`src/rtl/jpu_exc_unit_pkg.sv`:
```
// Shared pipeline types for the JPU core: per-instruction exception flags,
// exception codes, CP0 register numbers and the fault priority encoder.
package jpu;

  // Bit 10 (adel) is the highest-priority fault, bit 0 (fpe) the lowest.
  typedef struct packed {
    logic adel;
    logic ades;
    logic ibe;
    logic dbe;
    logic sys;
    logic bp;
    logic ri;
    logic cpu;
    logic ov;
    logic tr;
    logic fpe;
  } exceptions_s;

  typedef enum logic [4:0] {
    EXC_INT  = 5'd0,
    EXC_ADEL = 5'd4,
    EXC_ADES = 5'd5,
    EXC_IBE  = 5'd6,
    EXC_DBE  = 5'd7,
    EXC_SYS  = 5'd8,
    EXC_BP   = 5'd9,
    EXC_RI   = 5'd10,
    EXC_CPU  = 5'd11,
    EXC_OV   = 5'd12,
    EXC_TR   = 5'd13,
    EXC_FPE  = 5'd15
  } exc_code_e;

  typedef enum logic {
    ST_RUN   = 1'b0,
    ST_FLUSH = 1'b1
  } exc_state_e;

  localparam logic [4:0] CP0_BADVADDR = 5'd8;
  localparam logic [4:0] CP0_COUNT    = 5'd9;
  localparam logic [4:0] CP0_COMPARE  = 5'd11;
  localparam logic [4:0] CP0_STATUS   = 5'd12;
  localparam logic [4:0] CP0_CAUSE    = 5'd13;
  localparam logic [4:0] CP0_EPC      = 5'd14;

  // Falls through to EXC_INT when no fault flag is set.
  function automatic exc_code_e exc_winner(input exceptions_s e);
    exc_code_e c;
    if (e.adel)      c = EXC_ADEL;
    else if (e.ades) c = EXC_ADES;
    else if (e.ibe)  c = EXC_IBE;
    else if (e.dbe)  c = EXC_DBE;
    else if (e.sys)  c = EXC_SYS;
    else if (e.bp)   c = EXC_BP;
    else if (e.ri)   c = EXC_RI;
    else if (e.cpu)  c = EXC_CPU;
    else if (e.ov)   c = EXC_OV;
    else if (e.tr)   c = EXC_TR;
    else if (e.fpe)  c = EXC_FPE;
    else             c = EXC_INT;
    return c;
  endfunction

endpackage

```
`src/rtl/jpu_exc_unit_timer.sv`:
```
// CP0 Count/Compare timer: prescaled Count, Compare match raises a sticky
// pending flag that only an MTC0 Compare clears.
module jpu_timer #(
  parameter logic [15:0] TIMER_PERIOD = 16'd100
) (
  input  logic        clk,
  input  logic        rst,
  input  logic        wr_count,
  input  logic        wr_compare,
  input  logic [31:0] wdata,
  output logic [31:0] count,
  output logic [31:0] compare,
  output logic        pend
);

  logic [15:0] presc_q, presc_d;
  logic [31:0] count_q, count_d;
  logic [31:0] compare_q, compare_d;
  logic        pend_q, pend_d;
  logic        tick_s;
  logic [31:0] count_inc_s;

  // A software Count write beats the prescaler increment and never signals a match.
  always_comb begin
    tick_s      = (presc_q == (TIMER_PERIOD - 16'd1));
    count_inc_s = count_q + 32'd1;
    presc_d     = presc_q;
    count_d     = count_q;
    compare_d   = compare_q;
    pend_d      = pend_q;
    if (wr_count) begin
      count_d = wdata;
      presc_d = 16'd0;
    end else if (tick_s) begin
      count_d = count_inc_s;
      presc_d = 16'd0;
    end else begin
      presc_d = presc_q + 16'd1;
    end
    if (wr_compare) begin
      compare_d = wdata;
      pend_d    = 1'b0;
    end else if (tick_s && !wr_count && (count_inc_s == compare_q)) begin
      pend_d = 1'b1;
    end else begin
      pend_d = pend_q;
    end
  end

  always_ff @(posedge clk) begin
    if (rst) begin
      presc_q   <= 16'd0;
      count_q   <= 32'd0;
      compare_q <= 32'd0;
      pend_q    <= 1'b0;
    end else begin
      presc_q   <= presc_d;
      count_q   <= count_d;
      compare_q <= compare_d;
      pend_q    <= pend_d;
    end
  end

  assign count   = count_q;
  assign compare = compare_q;
  assign pend    = pend_q;

endmodule

```
`src/rtl/jpu_exc_unit.sv`:
```
// CP0-lite exception controller beside MEM: prioritises faults/interrupts,
// latches Cause/EPC/BadVAddr/Status and redirects the PC for one flush cycle.
module jpu_exc_unit
  import jpu::*;
#(
  parameter logic [31:0] EXC_VECTOR   = 32'h0000_0080,
  parameter logic [15:0] TIMER_PERIOD = 16'd100,
  parameter int          N_IRQ        = 6
) (
  input  logic             clk,
  input  logic             rst,
  input  logic [10:0]      exc_i,
  input  logic             exc_valid_i,
  input  logic [31:0]      pc_i,
  input  logic             bd_i,
  input  logic [31:0]      badaddr_i,
  input  logic             eret_i,
  input  logic [N_IRQ-1:0] irq_i,
  input  logic [4:0]       cp0_addr_i,
  input  logic             cp0_we_i,
  input  logic [31:0]      cp0_wdata_i,
  output logic [31:0]      cp0_rdata_o,
  output logic             flush_o,
  output logic             redirect_o,
  output logic [31:0]      redirect_pc_o
);

  exc_state_e  state_q;
  logic        flush_q, redirect_q;
  logic [31:0] redirect_pc_q;
  logic [7:0]  im_q;
  logic        exl_q, ie_q, bd_q;
  logic [1:0]  ip_sw_q;
  exc_code_e   exccode_q;
  logic [31:0] epc_q, badvaddr_q;

  exceptions_s exc_s;
  exc_code_e   winner_s;
  logic [7:0]  ip_s;
  logic        int_pend_s, take_exc_s, take_eret_s, cp0_wr_s;
  logic        wr_count_s, wr_compare_s;
  logic [31:0] count_s, compare_s;
  logic        timer_pend_s;

  jpu_timer #(
    .TIMER_PERIOD(TIMER_PERIOD)
  ) u_timer (
    .clk        (clk),
    .rst        (rst),
    .wr_count   (wr_count_s),
    .wr_compare (wr_compare_s),
    .wdata      (cp0_wdata_i),
    .count      (count_s),
    .compare    (compare_s),
    .pend       (timer_pend_s)
  );

  // Hardware IP bits follow the live lines; irq_i[5] shares IP[7] with the timer.
  always_comb begin
    exc_s        = exc_i;
    winner_s     = exc_winner(exc_s);
    ip_s         = {timer_pend_s | irq_i[5], irq_i[4:0], ip_sw_q};
    int_pend_s   = (|(ip_s & im_q)) & ie_q & ~exl_q;
    take_exc_s   = (state_q == ST_RUN) & exc_valid_i & ((|exc_i) | int_pend_s);
    take_eret_s  = (state_q == ST_RUN) & exc_valid_i & eret_i & ~take_exc_s;
    cp0_wr_s     = (state_q == ST_RUN) & exc_valid_i & cp0_we_i & ~take_exc_s & ~take_eret_s;
    wr_count_s   = cp0_wr_s & (cp0_addr_i == CP0_COUNT);
    wr_compare_s = cp0_wr_s & (cp0_addr_i == CP0_COMPARE);
  end

  always_ff @(posedge clk) begin
    if (rst) begin
      state_q       <= ST_RUN;
      flush_q       <= 1'b0;
      redirect_q    <= 1'b0;
      redirect_pc_q <= 32'd0;
      im_q          <= 8'd0;
      exl_q         <= 1'b0;
      ie_q          <= 1'b0;
      bd_q          <= 1'b0;
      ip_sw_q       <= 2'd0;
      exccode_q     <= EXC_INT;
      epc_q         <= 32'd0;
      badvaddr_q    <= 32'd0;
    end else begin
      case (state_q)
        ST_RUN: begin
          if (take_exc_s) begin
            exccode_q <= winner_s;
            exl_q     <= 1'b1;
            // A nested exception keeps the original return point.
            if (!exl_q) begin
              epc_q <= bd_i ? (pc_i - 32'd4) : pc_i;
              bd_q  <= bd_i;
            end
            if ((winner_s == EXC_ADEL) || (winner_s == EXC_ADES)) begin
              badvaddr_q <= badaddr_i;
            end
            flush_q       <= 1'b1;
            redirect_q    <= 1'b1;
            redirect_pc_q <= EXC_VECTOR;
            state_q       <= ST_FLUSH;
          end else if (take_eret_s) begin
            exl_q         <= 1'b0;
            flush_q       <= 1'b1;
            redirect_q    <= 1'b1;
            redirect_pc_q <= epc_q;
            state_q       <= ST_FLUSH;
          end else if (cp0_wr_s) begin
            case (cp0_addr_i)
              CP0_BADVADDR: badvaddr_q <= cp0_wdata_i;
              CP0_STATUS: begin
                im_q  <= cp0_wdata_i[15:8];
                exl_q <= cp0_wdata_i[1];
                ie_q  <= cp0_wdata_i[0];
              end
              CP0_CAUSE:    ip_sw_q <= cp0_wdata_i[9:8];
              CP0_EPC:      epc_q   <= cp0_wdata_i;
              default:      ;
            endcase
          end
        end
        ST_FLUSH: begin
          flush_q    <= 1'b0;
          redirect_q <= 1'b0;
          state_q    <= ST_RUN;
        end
        default: begin
          flush_q    <= 1'b0;
          redirect_q <= 1'b0;
          state_q    <= ST_RUN;
        end
      endcase
    end
  end

  // MFC0 read port.
  always_comb begin
    cp0_rdata_o = 32'd0;
    case (cp0_addr_i)
      CP0_BADVADDR: cp0_rdata_o = badvaddr_q;
      CP0_COUNT:    cp0_rdata_o = count_s;
      CP0_COMPARE:  cp0_rdata_o = compare_s;
      CP0_STATUS:   cp0_rdata_o = {16'h0000, im_q, 6'b000000, exl_q, ie_q};
      CP0_CAUSE:    cp0_rdata_o = {bd_q, 15'h0000, ip_s, 1'b0, exccode_q, 2'b00};
      CP0_EPC:      cp0_rdata_o = epc_q;
      default:      cp0_rdata_o = 32'd0;
    endcase
  end

  assign flush_o       = flush_q;
  assign redirect_o    = redirect_q;
  assign redirect_pc_o = redirect_pc_q;

endmodule

```
`config.mk`:
```
export PLATFORM = sky130hd
export DESIGN_NAME = jpu_exc_unit
export DESIGN_NICKNAME = d
export VERILOG_FILES = /design/src/rtl/jpu_exc_unit_pkg.sv /design/src/rtl/jpu_exc_unit_timer.sv /design/src/rtl/jpu_exc_unit.sv
export SDC_FILE = /design/constraint.sdc
export NUM_CORES = 1
export LEC_CHECK = 0
export ABC_CLOCK_PERIOD_IN_PS = 2900
export CELL_PAD_IN_SITES_DETAIL_PLACEMENT = 0
export CELL_PAD_IN_SITES_GLOBAL_PLACEMENT = 1
export CORE_ASPECT_RATIO = 1.1
export CORE_MARGIN = 4
export CORE_UTILIZATION = 39
export CTS_CLUSTER_SIZE = 28
export DETAILED_ROUTE_END_ITERATION = 7
export MAX_ROUTING_LAYER = met4
export PLACE_DENSITY = 0.88
export SLEW_MARGIN = 30
export SYNTH_ARGS = -nofsm -noshare
export SYNTH_HDL_FRONTEND = slang
export SYNTH_SLANG_ARGS = --single-unit
```
`constraint.sdc`:
```
create_clock -name clk -period 2.9 [get_ports clk]
set_clock_uncertainty 0.2 [all_clocks]
set_input_delay 0.435 -clock clk [delete_from_list [all_inputs] [get_ports clk]]
set_output_delay 0.435 -clock clk [all_outputs]
set_load 0.05 [all_outputs]
```
-- After elaboration in Yosys (flattened, before gate mapping)
Index checks and enable logic that the tools add are counted.
- add/subtract/negate cells: 3
- eq/ne operators: 14
- mux-type cells: 37
- bitwise gates (word level): 18
- reduce and logical (&&, ||, !) cells: 23
- operators by type and width (kind ; count):
    32-bit two-way mux ; 15
    32-bit case mux with 6 select lines ; 1
    4-bit two-way mux ; 11
    32-bit by 1-bit adder with 32-bit output, second input constant ; 1
    32-bit equality test ; 1
    32-bit by 3-bit subtractor with 32-bit output, second input constant ; 1
    5-bit by 4-bit equality test with 1-bit output, second input constant ; 6
    5-bit AND reduction ; 4
    16-bit by 1-bit adder with 16-bit output, second input constant ; 1
    16-bit by 7-bit equality test with 1-bit output, second input constant ; 1
    1-bit AND ; 11
    11-bit OR reduction ; 1
    5-bit by 3-bit equality test with 1-bit output, second input constant ; 2
    2-bit nonzero test ; 5
    8-bit AND ; 1
    1-bit two-way mux ; 8
    8-bit OR reduction ; 1
    3-bit AND reduction ; 2
    3-bit nonzero test ; 2
    2-bit != test, second input constant ; 2
    1-bit NOT ; 4
    1-bit case mux with 2 select lines ; 2
    2-bit AND reduction ; 2
    3-bit != test, second input constant ; 1
    7 further kinds ; 9
- register bits: 197
- input bits: 124
- output and inout bits: 66
- word-level logic and storage cells: 110

-- Logic depth before layout (Yosys ltp)
- word-level depth: 15
- gate-level depth with buffers: 11
- depth with buffers taken out: 10

-- Modules after synthesis
A second synthesis with hierarchy kept.
- cell total of the unflattened synthesis: 1371
- area total of the unflattened synthesis: 11120.7 µm²
- modules (own cells, without submodules) (module ; times used ; cells an instance ; area an instance (µm²) ; sequential area each (µm²)):
    jpu_exc_unit ; 1 ; 807 ; 6462.4 ; 2302.2
    jpu_timer ; 1 ; 564 ; 4658.2 ; 1621.6

-- Worst setup path before layout
OpenSTA, ideal clock, no wires.
- path type: input-to-output
- start point: in cp0_addr_i[1]
- end point: out cp0_rdata_o[22]
- arrival time: 2.297 ns
- data required time: 2.265 ns
- setup slack: -0.032 ns
- stages on the path: 6
- buffers on the path: 2
- path through: nor4b_2 nor2b_1 clkbuf_1 buf_1 a222oi_1 nand2_1
- longest elaborated chain between the ends: 2
- elaborated cells on any way between the ends: 7
- classes of those cells: eq/ne: 6; mux: 1
- ends and longest elaborated chain (item ; line ; source):
    start, declared ; jpu_exc_unit.sv:19 ; input logic [4:0] cp0_addr_i,
    5-bit by 4-bit equality test with 1-bit output ; jpu_exc_unit.sv:140 ; case (cp0_addr_i)
    32-bit case mux with 6 select lines (*) ; jpu_exc_unit.sv:140 ;
    end, declared ; jpu_exc_unit.sv:22 ; output logic [31:0] cp0_rdata_o,
Every way passes the cells marked *; elsewhere a longest branch is shown, timed or not.

-- Worst setup path after layout
- start point: in cp0_addr_i[3]
- end point: out cp0_rdata_o[12]
Same word-level chain as after synthesis.

==> flow_summary.toml <==
[sta]
setup_ws_ns = 0.0731
setup_viol = 0
tightest_slew_ns = 0.544
post-route-min-period_ns = 2.83
hold_violations = 0
rsz0062_at_grt = "no"
max_freq_mhz = 354
fin_crit_sh_pct = 97.5
slew_headroom_pct = 63.6
drv_slew = 0

[placed_design]
place_congestion = 0.981
port_buffers = 189
dp_hpwl_mm = 30.2
dpl_worst_slack_ns = -0.544
dp.cells = 1953

[floorplan]
initial_core_util_pct = 39.9
core-area_mm2 = 0.0263
die_height_um = 180
rows = 62
die-area_mm2 = 0.0296
die_w_um = 164
ios = 190

[cells_and_area]
multiInputGateArea_mm2 = 0.00611
layout.cells.non_filler = 1989
nFillCells = 2395
antennaDiodeCount = 0
area_delta_synth_final_pct = 40.9
layout_commonest_cell = "nand2_1"
drive_gt1_share_pct = 15.8
layout.nets = 1751
regArea_mm2 = 0.00393
mostFrequentLayoutCells = "nand2_1 (266), nor2_1 (203), dfxtp_1 (194), clkdlybuf4s50_1 (153), buf_4 (144)"

[critical_path]
crit_family = "buffers and inverters"
reg2reg_depth = 9
required_ns = 2.27
path_class = "in2out"
max_stage_delay_ns = 0.51
critPathMaxFanout = 8
cp-start-kind = "primary input"
endpoint_kind = "output pin"
r2r-end = "badvaddr_q[10]"
crit_path_top_delay_cell = "clkdlybuf4s50_1"
critPathBufInv = 3
regToRegSetupSlack_ns = 0.14
crit_chain = "clkdlybuf4s50_1 > nor4b_4 > buf_4 > a22oi_1 > o211ai_1 > buf_12"
rr_startpoint = "im_q[0]"
worst_ep_arrival_time_ns = 2.19

[grt]
grt_pass1_wl_mm = 60.3
track_usage_pct = 26.6
grt_max_degree = 66
grt-ovfl-total = 0
antenna_found_initial = 0
grt_pass1_vias = 10700

[clocking]
clk_path_buf_depth = 2
cts.sinks = 196
h-tree-depth = 4
cts_tree = "yes"
root_buffer = "clkbuf_16"
holdBufCountCts = 0
clkLatencyLatePin_ns = 0.44
clkSlewWorstSetupHoldPaths_ns = 0.08
numCtsBuffers = 17

[drt]
drtPass1Iterations = 7
routed_wirelength_mm = 39.5
num_vias = 11200
final_antenna_net_count = 0
post_drt_wl_per_cell_um = 19.9
drt_iter0_markers = 1272
routed_via_density = 5.64
drt_drc_violations_left = 0

[hold_path]
min_path_type = "in2reg"
worstHoldStart = "rst"
hold_end = "u_timer.compare[30]"
hold_depth = 2

[synth]
ys_warn_count = 0
synthesis.area_mm2 = 0.0105
async_flop_share_pct = 0
syn_inst = 1358
synth_edf_count = 0
ys_ff_latch = 196
syn-num-nets = 1485
dominantRegCellSynth = "dfxtp_1"
synth.distinct_cells = 66
synth_area_per_cell_um2 = 7.72
yosysSeqAreaShare_pct = 37.4

[power]
ir_drop_mv = 0.308
p_leak_uw = 0.00548
power_density_mw_per_mm2 = 413

[flow_run]
drv_cap = 0

[run_status]
status = "finished clean"
[registers in the layout, indices dropped and copies added (netlist names)]
name,flops
badvaddr_q,32
bd_q,1
epc_q,32
exccode_q,4
exl_q,1
ie_q,1
im_q,8
ip_sw_q,2
redirect_o,1
redirect_pc_o,32
state_q,1
u_timer.compare,32
u_timer.count,32
u_timer.pend,1
u_timer.presc_q,16
[synth_stat cells, types with 13 or more instances]
cell type | number | area share (%)
inv_1 | 13 | 0.47
clkbuf_1 | 60 | 2.1
nand2_1 | 266 | 9.5
a21oi_1 | 105 | 5.0
buf_2 | 20 | 0.95
a211oi_1 | 45 | 3.2
nor4_1 | 17 | 1.0
a222oi_1 | 32 | 3.1
nand3_1 | 36 | 1.7
nor3_1 | 16 | 0.76
xor2_1 | 54 | 4.5
nor2_1 | 204 | 7.3
xnor2_1 | 64 | 5.3
a311oi_1 | 34 | 2.8
a22oi_1 | 46 | 3.3
dfxtp_1 | 196 | 37
[routing by layer]
| metal | GRT usage (%) | part of all wire, % |
|---|---|---|
| met2 | 39.5 | 45 |
| met4 | 8.89 | 3.1 |
| met5 | - | 0 |
| met1 | 37.3 | 44 |
| met3 | 3.66 | 8.0 |
[metrics by stage]
stage	total power [uW]	cell area (um2)	TNS [ns]	hold WS, ns	utilization (%)
floorplan	3210	10500	0	0.226	-
global placement	3680	14000	-60.89	0.236	53.4
detailed placement	3690	14000	-74.06	0.247	53.4
CTS	6120	14700	0	0.234	56.0
global route	6320	14800	0	0.248	56.2
finish	6100	14800	0	0.250	56.2
[worst max path at each step]
stage	from	to	depth (start not counted)
2_1_floorplan	cp0_addr_i[1]	cp0_rdata_o[22]	6
3_3_place_gp	exc_i[3]	epc_q[6]	11
3_5_place_dp	exc_i[3]	badvaddr_q[21]	11
4_1_cts	cp0_addr_i[1]	cp0_rdata_o[11]	8
5_1_grt	cp0_addr_i[3]	cp0_rdata_o[31]	7
6_report	cp0_addr_i[3]	cp0_rdata_o[12]	6
[timing repair]
| item | 4_1_cts | 5_1_grt |
|---|---|---|
| endpoints found under the hold margin | 0 | 0 |
| pin swaps | 2 | 5 |
| setup buffers | 2 | 1 |
| gates resized for setup | 4 | 14 |
| gates cloned | 1 | 0 |
| endpoints found under the setup margin | 63 | 52 |
[where the power goes]
| group | switching, uW | leakage, uW | internal [uW] |
|---|---|---|---|
| clock | 1190 | 0.000295 | 1260 |
| combinational | 430 | 0.00360 | 391 |
| sequential | 73.9 | 0.00159 | 2760 |
[final cells by class]
| type | count | share of cell area [%] |
|---|---|---|
| timing repair buffer | 350 | 24.7 |
| clock inverter | 14 | 1.08 |
| multi-input combinational | 1046 | 41.4 |
| sequential | 196 | 26.6 |
| tap | 352 | 2.98 |
| inverter | 13 | 0.330 |
| clock buffer | 18 | 2.97 |
[logic make-up after synthesis]
| family | count (synthesis) | synth area share [%] |
|---|---|---|
| AO/OA/AOI/OAI | 309 | 20.9 |
| XOR/XNOR | 118 | 9.85 |
| adder cells (fa/ha/maj) | 3 | 0.358 |
| buffers and inverters | 116 | 5.34 |
| flip-flops | 196 | 37.4 |
| multiplexers | 6 | 0.584 |
| AND/OR/NAND/NOR | 610 | 25.5 |
No activity file was read; power rests on OpenSTA's default activity.
